$ cat config.mk
export PLATFORM = sky130hd
export DESIGN_NAME = distortion_pipeline
export DESIGN_NICKNAME = d
export VERILOG_FILES = /design/src/rtl/distortion_pipeline.sv
export SDC_FILE = /design/constraint.sdc
export NUM_CORES = 1
export LEC_CHECK = 0
export CAP_MARGIN = 20
export CORE_AREA = 2 2 206 208
export DETAILED_ROUTE_END_ITERATION = 7
export DIE_AREA = 0 0 208 210
export GPL_TIMING_DRIVEN = 1
export HOLD_SLACK_MARGIN = 0.03
export PLACE_DENSITY = 0.9
export SLEW_MARGIN = 5
export SYNTH_ARGS = -nofsm -noshare
export SYNTH_HDL_FRONTEND = slang
export SYNTH_SLANG_ARGS = --single-unit
$ cat constraint.sdc
create_clock -name clk -period 9.1 [get_ports clk]
set_clock_uncertainty 0.15 [all_clocks]
set_input_delay 2.275 -clock clk [delete_from_list [all_inputs] [get_ports clk]]
set_output_delay 2.275 -clock clk [all_outputs]
set_load 0.02 [all_outputs]
$ cat src/rtl/distortion_pipeline.sv
// -----------------------------------------------------------------------------
// distortion_pipeline
//   Four-stage valid/ready pipeline for time-multiplexed signed samples:
//     S1 capture sample, channel tag and control snapshot
//     S2 fixed-point gain with saturation
//     S3 clipper (bypass / hard symmetric / asymmetric)
//     S4 fixed-point output volume with saturation (this is the output register)
//   A saturating counter tracks clipped samples leaving the block.
//
// Ports
//   clk, reset       rising-edge clock, synchronous active-low reset
//   enable           0 = samples pass through unmodified (same latency)
//   mode             00 bypass, 01 hard clip, 10 asymmetric clip, 11 as 01
//   in, in_chan      signed input sample and its channel tag
//   in_valid/ready   input handshake
//   gain             unsigned Q(WIDTH-GAIN_FRAC).GAIN_FRAC gain setting
//   threshold        unsigned clip magnitude (clamped to 2^(WIDTH-1)-1)
//   volume           unsigned Q(WIDTH-VOL_FRAC).VOL_FRAC volume setting
//   clip_clear       synchronous clear of clip_count
//   out, out_chan    processed sample and aligned channel tag
//   out_clipped      sample was modified by the clipper
//   out_valid/ready  output handshake
//   clip_count       saturating count of clipped samples transferred out
// -----------------------------------------------------------------------------
module distortion_pipeline #(
  parameter int WIDTH     = 16,
  parameter int GAIN_FRAC = 8,
  parameter int VOL_FRAC  = 8,
  parameter int CHANNELS  = 2,
  parameter int CH_W      = (CHANNELS > 1) ? $clog2(CHANNELS) : 1,
  parameter int CNT_W     = 16
) (
  input  logic             clk,
  input  logic             reset,
  input  logic             enable,
  input  logic [1:0]       mode,
  input  logic [WIDTH-1:0] in,
  input  logic [CH_W-1:0]  in_chan,
  input  logic             in_valid,
  output logic             in_ready,
  input  logic [WIDTH-1:0] gain,
  input  logic [WIDTH-1:0] threshold,
  input  logic [WIDTH-1:0] volume,
  input  logic             clip_clear,
  output logic [WIDTH-1:0] out,
  output logic [CH_W-1:0]  out_chan,
  output logic             out_clipped,
  output logic             out_valid,
  input  logic             out_ready,
  output logic [CNT_W-1:0] clip_count
);

  localparam logic [WIDTH-1:0] P_POS_MAX = {1'b0, {(WIDTH-1){1'b1}}};
  localparam logic [WIDTH-1:0] P_NEG_MIN = {1'b1, {(WIDTH-1){1'b0}}};

  // Saturate a (2*WIDTH+1)-bit signed value to WIDTH bits: in range when all
  // bits from the WIDTH-1 sign position upward agree.
  function automatic logic [WIDTH-1:0] f_sat(input logic signed [2*WIDTH:0] v);
    if ((&v[2*WIDTH:WIDTH-1]) || !(|v[2*WIDTH:WIDTH-1])) begin
      return v[WIDTH-1:0];
    end else if (v[2*WIDTH]) begin
      return P_NEG_MIN;
    end else begin
      return P_POS_MAX;
    end
  endfunction

  // ---------------------------------------------------------------------------
  // Stage registers
  // ---------------------------------------------------------------------------
  logic             r_s1_valid, r_s2_valid, r_s3_valid, r_s4_valid;
  logic [WIDTH-1:0] r_s1_data,  r_s2_data,  r_s3_data,  r_s4_data;
  logic [CH_W-1:0]  r_s1_chan,  r_s2_chan,  r_s3_chan,  r_s4_chan;
  logic             r_s1_en,    r_s2_en,    r_s3_en;
  logic             r_s1_clip_on, r_s2_clip_on;
  logic             r_s1_asym,    r_s2_asym;
  logic [WIDTH-1:0] r_s1_gain;
  logic [WIDTH-1:0] r_s1_thr,   r_s2_thr;
  logic [WIDTH-1:0] r_s1_vol,   r_s2_vol,   r_s3_vol;
  logic             r_s3_clipped, r_s4_clipped;
  logic [CNT_W-1:0] r_clip_count;

  logic w_advance;

  // The whole pipe moves as one; a stall only happens when the output
  // register is full and not being drained.
  assign w_advance = !r_s4_valid || out_ready;
  assign in_ready  = w_advance;

  // ---------------------------------------------------------------------------
  // S2 gain: signed sample times unsigned gain, floor shift, saturate
  // ---------------------------------------------------------------------------
  logic signed [2*WIDTH:0] w_gain_x, w_gain_k, w_gain_prod, w_gain_shift;
  logic        [WIDTH-1:0] w_s2_next;

  assign w_gain_x     = {{(WIDTH+1){r_s1_data[WIDTH-1]}}, r_s1_data};
  assign w_gain_k     = {{(WIDTH+1){1'b0}}, r_s1_gain};
  assign w_gain_prod  = w_gain_x * w_gain_k;
  assign w_gain_shift = w_gain_prod >>> GAIN_FRAC;
  assign w_s2_next    = r_s1_en ? f_sat(w_gain_shift) : r_s1_data;

  // ---------------------------------------------------------------------------
  // S3 clipper
  // ---------------------------------------------------------------------------
  logic signed [WIDTH-1:0] w_clip_x, w_upper, w_lower;
  logic        [WIDTH-1:0] w_s3_next;
  logic                    w_s3_clipped;

  assign w_clip_x = $signed(r_s2_data);
  // Threshold was clamped at capture, so its MSB is 0 and negation cannot wrap.
  assign w_upper  = $signed(r_s2_thr);
  assign w_lower  = r_s2_asym ? -$signed({1'b0, r_s2_thr[WIDTH-1:1]})
                              : -$signed(r_s2_thr);

  always_comb begin
    w_s3_next    = r_s2_data;
    w_s3_clipped = 1'b0;
    if (r_s2_en && r_s2_clip_on) begin
      if (w_clip_x > w_upper) begin
        w_s3_next    = w_upper;
        w_s3_clipped = 1'b1;
      end else if (w_clip_x < w_lower) begin
        w_s3_next    = w_lower;
        w_s3_clipped = 1'b1;
      end
    end
  end

  // ---------------------------------------------------------------------------
  // S4 volume
  // ---------------------------------------------------------------------------
  logic signed [2*WIDTH:0] w_vol_x, w_vol_k, w_vol_prod, w_vol_shift;
  logic        [WIDTH-1:0] w_s4_next;

  assign w_vol_x     = {{(WIDTH+1){r_s3_data[WIDTH-1]}}, r_s3_data};
  assign w_vol_k     = {{(WIDTH+1){1'b0}}, r_s3_vol};
  assign w_vol_prod  = w_vol_x * w_vol_k;
  assign w_vol_shift = w_vol_prod >>> VOL_FRAC;
  assign w_s4_next   = r_s3_en ? f_sat(w_vol_shift) : r_s3_data;

  // ---------------------------------------------------------------------------
  // Pipeline registers
  // ---------------------------------------------------------------------------
  always_ff @(posedge clk) begin
    if (!reset) begin
      r_s1_valid   <= 1'b0;
      r_s2_valid   <= 1'b0;
      r_s3_valid   <= 1'b0;
      r_s4_valid   <= 1'b0;
      r_s4_data    <= '0;
      r_s4_chan    <= '0;
      r_s4_clipped <= 1'b0;
    end else if (w_advance) begin
      // S1: capture sample and snapshot the controls with it
      r_s1_valid   <= in_valid;
      r_s1_data    <= in;
      r_s1_chan    <= in_chan;
      r_s1_en      <= enable;
      r_s1_clip_on <= (mode != 2'b00);
      r_s1_asym    <= (mode == 2'b10);
      r_s1_gain    <= gain;
      r_s1_thr     <= threshold[WIDTH-1] ? P_POS_MAX : threshold;
      r_s1_vol     <= volume;
      // S2
      r_s2_valid   <= r_s1_valid;
      r_s2_data    <= w_s2_next;
      r_s2_chan    <= r_s1_chan;
      r_s2_en      <= r_s1_en;
      r_s2_clip_on <= r_s1_clip_on;
      r_s2_asym    <= r_s1_asym;
      r_s2_thr     <= r_s1_thr;
      r_s2_vol     <= r_s1_vol;
      // S3
      r_s3_valid   <= r_s2_valid;
      r_s3_data    <= w_s3_next;
      r_s3_chan    <= r_s2_chan;
      r_s3_en      <= r_s2_en;
      r_s3_clipped <= w_s3_clipped;
      r_s3_vol     <= r_s2_vol;
      // S4 / output
      r_s4_valid   <= r_s3_valid;
      r_s4_data    <= w_s4_next;
      r_s4_chan    <= r_s3_chan;
      r_s4_clipped <= r_s3_clipped;
    end
  end

  // ---------------------------------------------------------------------------
  // Clip event counter: clear wins over a same-cycle increment
  // ---------------------------------------------------------------------------
  always_ff @(posedge clk) begin
    if (!reset) begin
      r_clip_count <= '0;
    end else if (clip_clear) begin
      r_clip_count <= '0;
    end else if (r_s4_valid && out_ready && r_s4_clipped && !(&r_clip_count)) begin
      r_clip_count <= r_clip_count + 1'b1;
    end
  end

  assign out         = r_s4_data;
  assign out_chan    = r_s4_chan;
  assign out_clipped = r_s4_clipped;
  assign out_valid   = r_s4_valid;
  assign clip_count  = r_clip_count;

endmodule

======== Word-level counts from Yosys, hierarchy flattened ========
Cells that the tools add are included.
word-level totals
  output and inout bits ................... 36
  word-level logic and storage cells ...... 69
  input bits .............................. 73
  register bits ........................... 193
cells by class
  bitwise logic cells ..................... 1
  equality and inequality tests ........... 1
  add/subtract/negate cells ............... 3
  reductions and logical operators ........ 19
  muxes and demuxes ....................... 12
  $mul .................................... 2
  $lt $le $gt $ge ......................... 2
operator list
  kind                   count
  $mux 16                10
  $mul 16x17->33         2
  $reduce_and 10->1      2
  $reduce_or 10->1       2
  $add 16x1->16 const B  1
  $gt 16x16->1           1
  $lt 16x16->1           1
  $neg 15->16            1
  $neg 16->16            1
  $reduce_and 16->1      1
  $logic_and 1x1->1      4
  $logic_not 1->1        4
  $logic_or 1x1->1       3
  $eq 2x2->1 const B     1
  $mux 1                 2
  $reduce_and 2->1       1
  $reduce_bool 2->1      1
  $reduce_or 2->1        1
  $not 1->1              1

======== Depth between registers and ports, before layout ========
Gate-level depths: netlist of the first run.
  word-level depth ........................ 6
  gate-level depth with buffers ........... 28
  mapped depth without buffers ............ 23

======== Worst setup path after synthesis of the first run ========
No wires, ideal clock.
  kind .................................... input-to-reg
  start ................................... input port out_ready
  end ..................................... register r_s4_data[10], in the netlist out[10]
  data required time ...................... 8,881 ps
  path buffers ............................ 3
  arrival time ............................ 7,109 ps
  stages .................................. 12
  setup slack ............................. 1,772 ps
  cells stage by stage .................... nor2b_1 clkbuf_1 inv_1 nand2_1 inv_1 nand4_1 nor4_1 and4_1 buf_2 buf_2 o22ai_1 o21ai_1
between the ends
  longest elaborated chain between the ends .. 1
ends and longest elaborated chain
  what                  RTL line  text
  start, declared       49        input logic out_ready,
  $logic_or 1x1->1      87        assign w_advance = !r_s4_valid || out_ready;
  named net in_ready    40        output logic in_ready,
  end signal, assigned  182       r_s4_data <= w_s4_next;
  end, declared         72        logic [WIDTH-1:0] r_s1_data, r_s2_data, r_s3_data, r_s4_data;
The timed path passes the listed nets, and every way through them passes these cells.
A chain may end at the register's enable or synchronous reset.

======== Worst setup path in the final report of the first run ========
  start ................................... register r_s1_gain[8]
  end ..................................... register r_s2_data[2] (data pin)
between the ends
  longest elaborated chain between the ends .. 6
ends and longest elaborated chain
  what                    RTL line  text
  start, declared         77        logic [WIDTH-1:0] r_s1_gain;
  start signal, assigned  161       r_s1_gain <= gain;
  $mul 16x17->33 (*)      98        assign w_gain_prod = w_gain_x * w_gain_k;
  $reduce_or 10->1        59        if ((&v[2*WIDTH:WIDTH-1]) || !(|v[2*WIDTH:WIDTH-1])) begin
  $logic_not 1->1         59
  $logic_or 1x1->1        59
  $mux 16 (*)             59
  $mux 16 (*)             100       assign w_s2_next = r_s1_en ? f_sat(w_gain_shift) : r_s1_data;
  named net w_s2_next[2]  94        logic [WIDTH-1:0] w_s2_next;
  end signal, assigned    166       r_s2_data <= w_s2_next;
  end, declared           72
The timed path passes the listed nets; every way through them passes the cells marked *.

==> flow_summary_export.csv, run 1 <==
group,metric,value,unit
global_route,grt_max_degree,80,
outcome,status,"finished clean",
yosys,syn-cell-area,26200,um^2
yosys,yosysWarnings,0,
critical_path,crit_family,"adder cells",
finish,fin_nets,3482,
critical_path,arrival,8.08,ns
critical_path,cp_max_fo,16,
placed_design,place_ws,1.11,ns
worst_hold_path,hold_path_class,"flop to flop",
cts,cts_max_path_buffers,2,
cts,cts_sinks,191,
detailed_routing,drc,0,
critical_path,critPathSlowestCell,"edfxtp_1",
sta,finalSetupViolCount,0,
yosys,synth_cells,2733,
yosys,yosysTopAreaCell,"fa_1",
sta,fin_crit_sh,88.4,%
yosys,yosysMostFrequentCell,"inv_1",
cts,htree_levels,4,
yosys,synth_seq_area_share,20.5,%
detailed_routing,vias,19600,
cts,cts_tree,"done",
yosys,synth_compound_area_share,8.85,%
sta,drv_slew,0,
placed_design,place_hpwl,49.7,mm
die,num_io_pins,109,
yosys,async_reset_ff_share,0,%
sta,slew-limit-headroom,31.0,%
sta,grt_setup_unrepaired,"no",
yosys,synth_top_area_share,29.5,%
die,die_x,208,um
yosys,synth_xor_area_share,2.44,%
cts,clkLatencyLatePin,0.50,ns
global_route,grt_pass1_wl,105,mm
yosys,yosys.area_share.adder,42.5,%
critical_path,rrSetupSlack,1.06,ns
global_route,overflow,0,
sta,fin_tns_setup,0,ns
sta,max_freq,0.124,GHz
sta,finalCriticalPeriod,8.04,ns
cts,ctsHoldBuffers,0,
cts,cts_resized,0,
die,die_h,210,um
yosys,synth_ff_type,"edfxtp_1",
cts,postCtsSetupBuffers,0,
cts,cts_buffers,17,
detailed_routing,finalWirelength,63.5,mm
yosys,yosys-top-cells-area,"fa_1 30%, edfxtp_1 18%, ha_1 13%, inv_1 7.7%, and2_1 5.3%",
detailed_routing,drt_first_pass_iters,7,
global_route,antenna_found_initial,1,
yosys,synth-simple-area-share,15.7,%
detailed_routing,wl_per_cell,19.2,um
detailed_routing,viasPerCell,5.93,
cts,path_clk_slew,0.09,ns
yosys,synth_top_family_by_area,"adder cells",
critical_path,critical_path.cell_chain,"nand2_1 -> fa_1 -> fa_1 -> fa_1 -> fa_1 -> inv_1 -> fa_1 -> inv_1 -> fa_1 -> inv_1 -> ha_1 -> nand4_1 -> o41ai_2 -> o311ai_2 -> a31oi_4 -> a21o_4 -> a31oi_4 -> xnor2_4 -> nor3_2 -> a32oi_2 -> o221ai_1",
yosys,synth.distinct_cells,92,
critical_path,crit_path_end_kind,"flop",
die,fp-row-count,75,
die,core,41500,um^2
yosys,synth.area.mux_share,0.421,%
cts,root_buffer,"clkbuf_16",
placed_design,gp_congestion,0.937,
yosys,synth-edff-count,153,
critical_path,crit_type,"flop to flop",
global_route,grt_pass1_vias,21000,
finish,drive_above_1_share,3.40,%
placed_design,port_buffers,108,
die,dieArea,43700,um^2
critical_path,crit_top_cell,"fa_1",
sta,hold_viol,0,
yosys,synthTopCellsByCount,"535 x inv_1, 386 x fa_1, 367 x nand2_1, 271 x ha_1, 223 x and2_1",
critical_path,crit_buf_inv,3,
detailed_routing,ant_nets,0,
run,maxCapViolCount,0,
finish,area_delta_synth_final,7.41,%
yosys,syn_nets,3463,
yosys,ys_seq_elements,191,
die,start_util,63.1,%
critical_path,cp-start-kind,"flop",
detailed_routing,drtIter0Drc,1553,
global_route,track_usage,30.5,%
critical_path,cpPeakStageDelay,0.93,ns
yosys,syn_area_per_cell,9.57,um^2
sta,worst_slew_pin_slew,1.04,ns
critical_path,worst_ep_required_time,9.14,ns
sta,fin_ws,1.06,ns
## per-stage QoR
| stage | utilization, % | hold slack, ns | instances | area (um^2) |
|---|---|---|---|---|
| finish | 67.7 | 0.261 | 3304 | 28100 |
| global route | 67.7 | 0.274 | 3303 | 28100 |
| CTS | 67.7 | 0.270 | 3301 | 28100 |
| detailed placement | 66.1 | 0.255 | 3270 | 27400 |
| global placement | 66.1 | 0.252 | 3270 | 27400 |
| floorplan | - | 0.250 | 2733 | 26200 |
## worst register-to-register path: cells and delay by family, from the launching register on
kind	cells	cell delay [ns]
AOI/OAI and AO/OA	7	2.44
xor gates and xnor gates	1	0.27
and+or+nand+nor	3	0.41
adders and majority gates	7	3.37
DFF	1	0.93
buffers and inverters	3	0.15
## placed cells by master, fill, tap and decap left out, drive strengths merged, types with 4 or more instances in the layout
cell	netlist	routed
a2111oi	5	5
a211oi	6	6
a21boi	8	8
a21o	22	22
a21oi	74	74
a31oi	25	25
and2	224	224
and3	19	19
and4	4	4
clkbuf	90	18
clkdlybuf4s50	0	108
clkinv	1	8
dfxtp	38	38
edfxtp	153	153
fa	386	386
ha	271	271
inv	536	541
mux2i	11	11
nand2	369	369
nand2b	20	20
nand3	36	36
nand4	24	24
nor2	71	71
nor2b	9	9
nor3	16	16
nor4	4	4
o211ai	6	6
o21a	10	10
o21ai	65	65
o21bai	11	11
o221ai	30	30
o22ai	23	23
o311ai	4	4
o31ai	6	6
or2	16	16
or3	7	7
xnor2	47	47
xor2	23	23
## metal layers
metal / vias up / part of all wire, % / track usage [%] / wire length (um)
met4: 0 / 3.2 / 12.4 / 2060
met5: - / 0 / 0 / 0
li1: 8758 / - / - / -
met1: 9700 / 38 / 38.0 / 24300
met2: 941 / 51 / 53.1 / 32100
met3: 182 / 8.0 / 5.15 / 5080
## kinds of logic after synthesis
kind of cell | Yosys count
multiplexers | 11
buffers and inverters | 648
adder cells (fa/ha/maj) | 657
flip-flops | 191
AND/OR/NAND/NOR | 834
XOR/XNOR | 70
AO/OA/AOI/OAI | 322
## path summary, 6_finish.rpt
| kind | from | cells past startpoint | to |
|---|---|---|---|
| worst min-delay path | r_s1_vol[4] | 0 | r_s2_vol[4] |
| worst max register to register | r_s1_gain[8] | 21 | r_s2_data[2] |
| worst max-delay path | r_s1_gain[8] | 21 | r_s2_data[2] |
| worst min register to register | r_s1_vol[4] | 0 | r_s2_vol[4] |
## registers in the layout, summed over array words and instances (netlist names), 16 cells and up
| register | count |
|---|---|
| r_s2_data | 16 |
| r_s2_vol | 16 |
| r_s1_gain | 16 |
| r_s1_vol | 16 |
| r_s3_data | 16 |
| r_s1_data | 16 |
| out | 16 |
| clip_count | 16 |
| r_s3_vol | 16 |
## final cells by class
| cell class | instances | area, um^2 |
|---|---|---|
| timing repair buffer | 111 | 1100 |
| inverter | 537 | 2020 |
| clock inverter | 14 | 215 |
| multi-input combinational | 1894 | 18300 |
| fill | 3029 | 13400 |
| clock buffer | 17 | 425 |
| tap | 539 | 674 |
| sequential | 191 | 5360 |
| antenna | 1 | 2.50 |
Power of run 1 is left out: the tool's default activity adds up to more than one toggle a clock period on the data nets, which glitch-free logic cannot reach.
==> inputs of run 2 (changes only) <==
--- a/config.mk
+++ b/config.mk
@@ -7,6 +7,7 @@
 export LEC_CHECK = 0
 export CAP_MARGIN = 20
 export CORE_AREA = 2 2 206 208
+export CTS_BUF_LIST = sky130_fd_sc_hd__clkbuf_16
 export DETAILED_ROUTE_END_ITERATION = 7
 export DIE_AREA = 0 0 208 210
 export GPL_TIMING_DRIVEN = 1
==> results of run 2 <==
Same layout as run 1: the final DEF is identical, and so are final timing and power.
Power of run 2 is left out for the same reason.
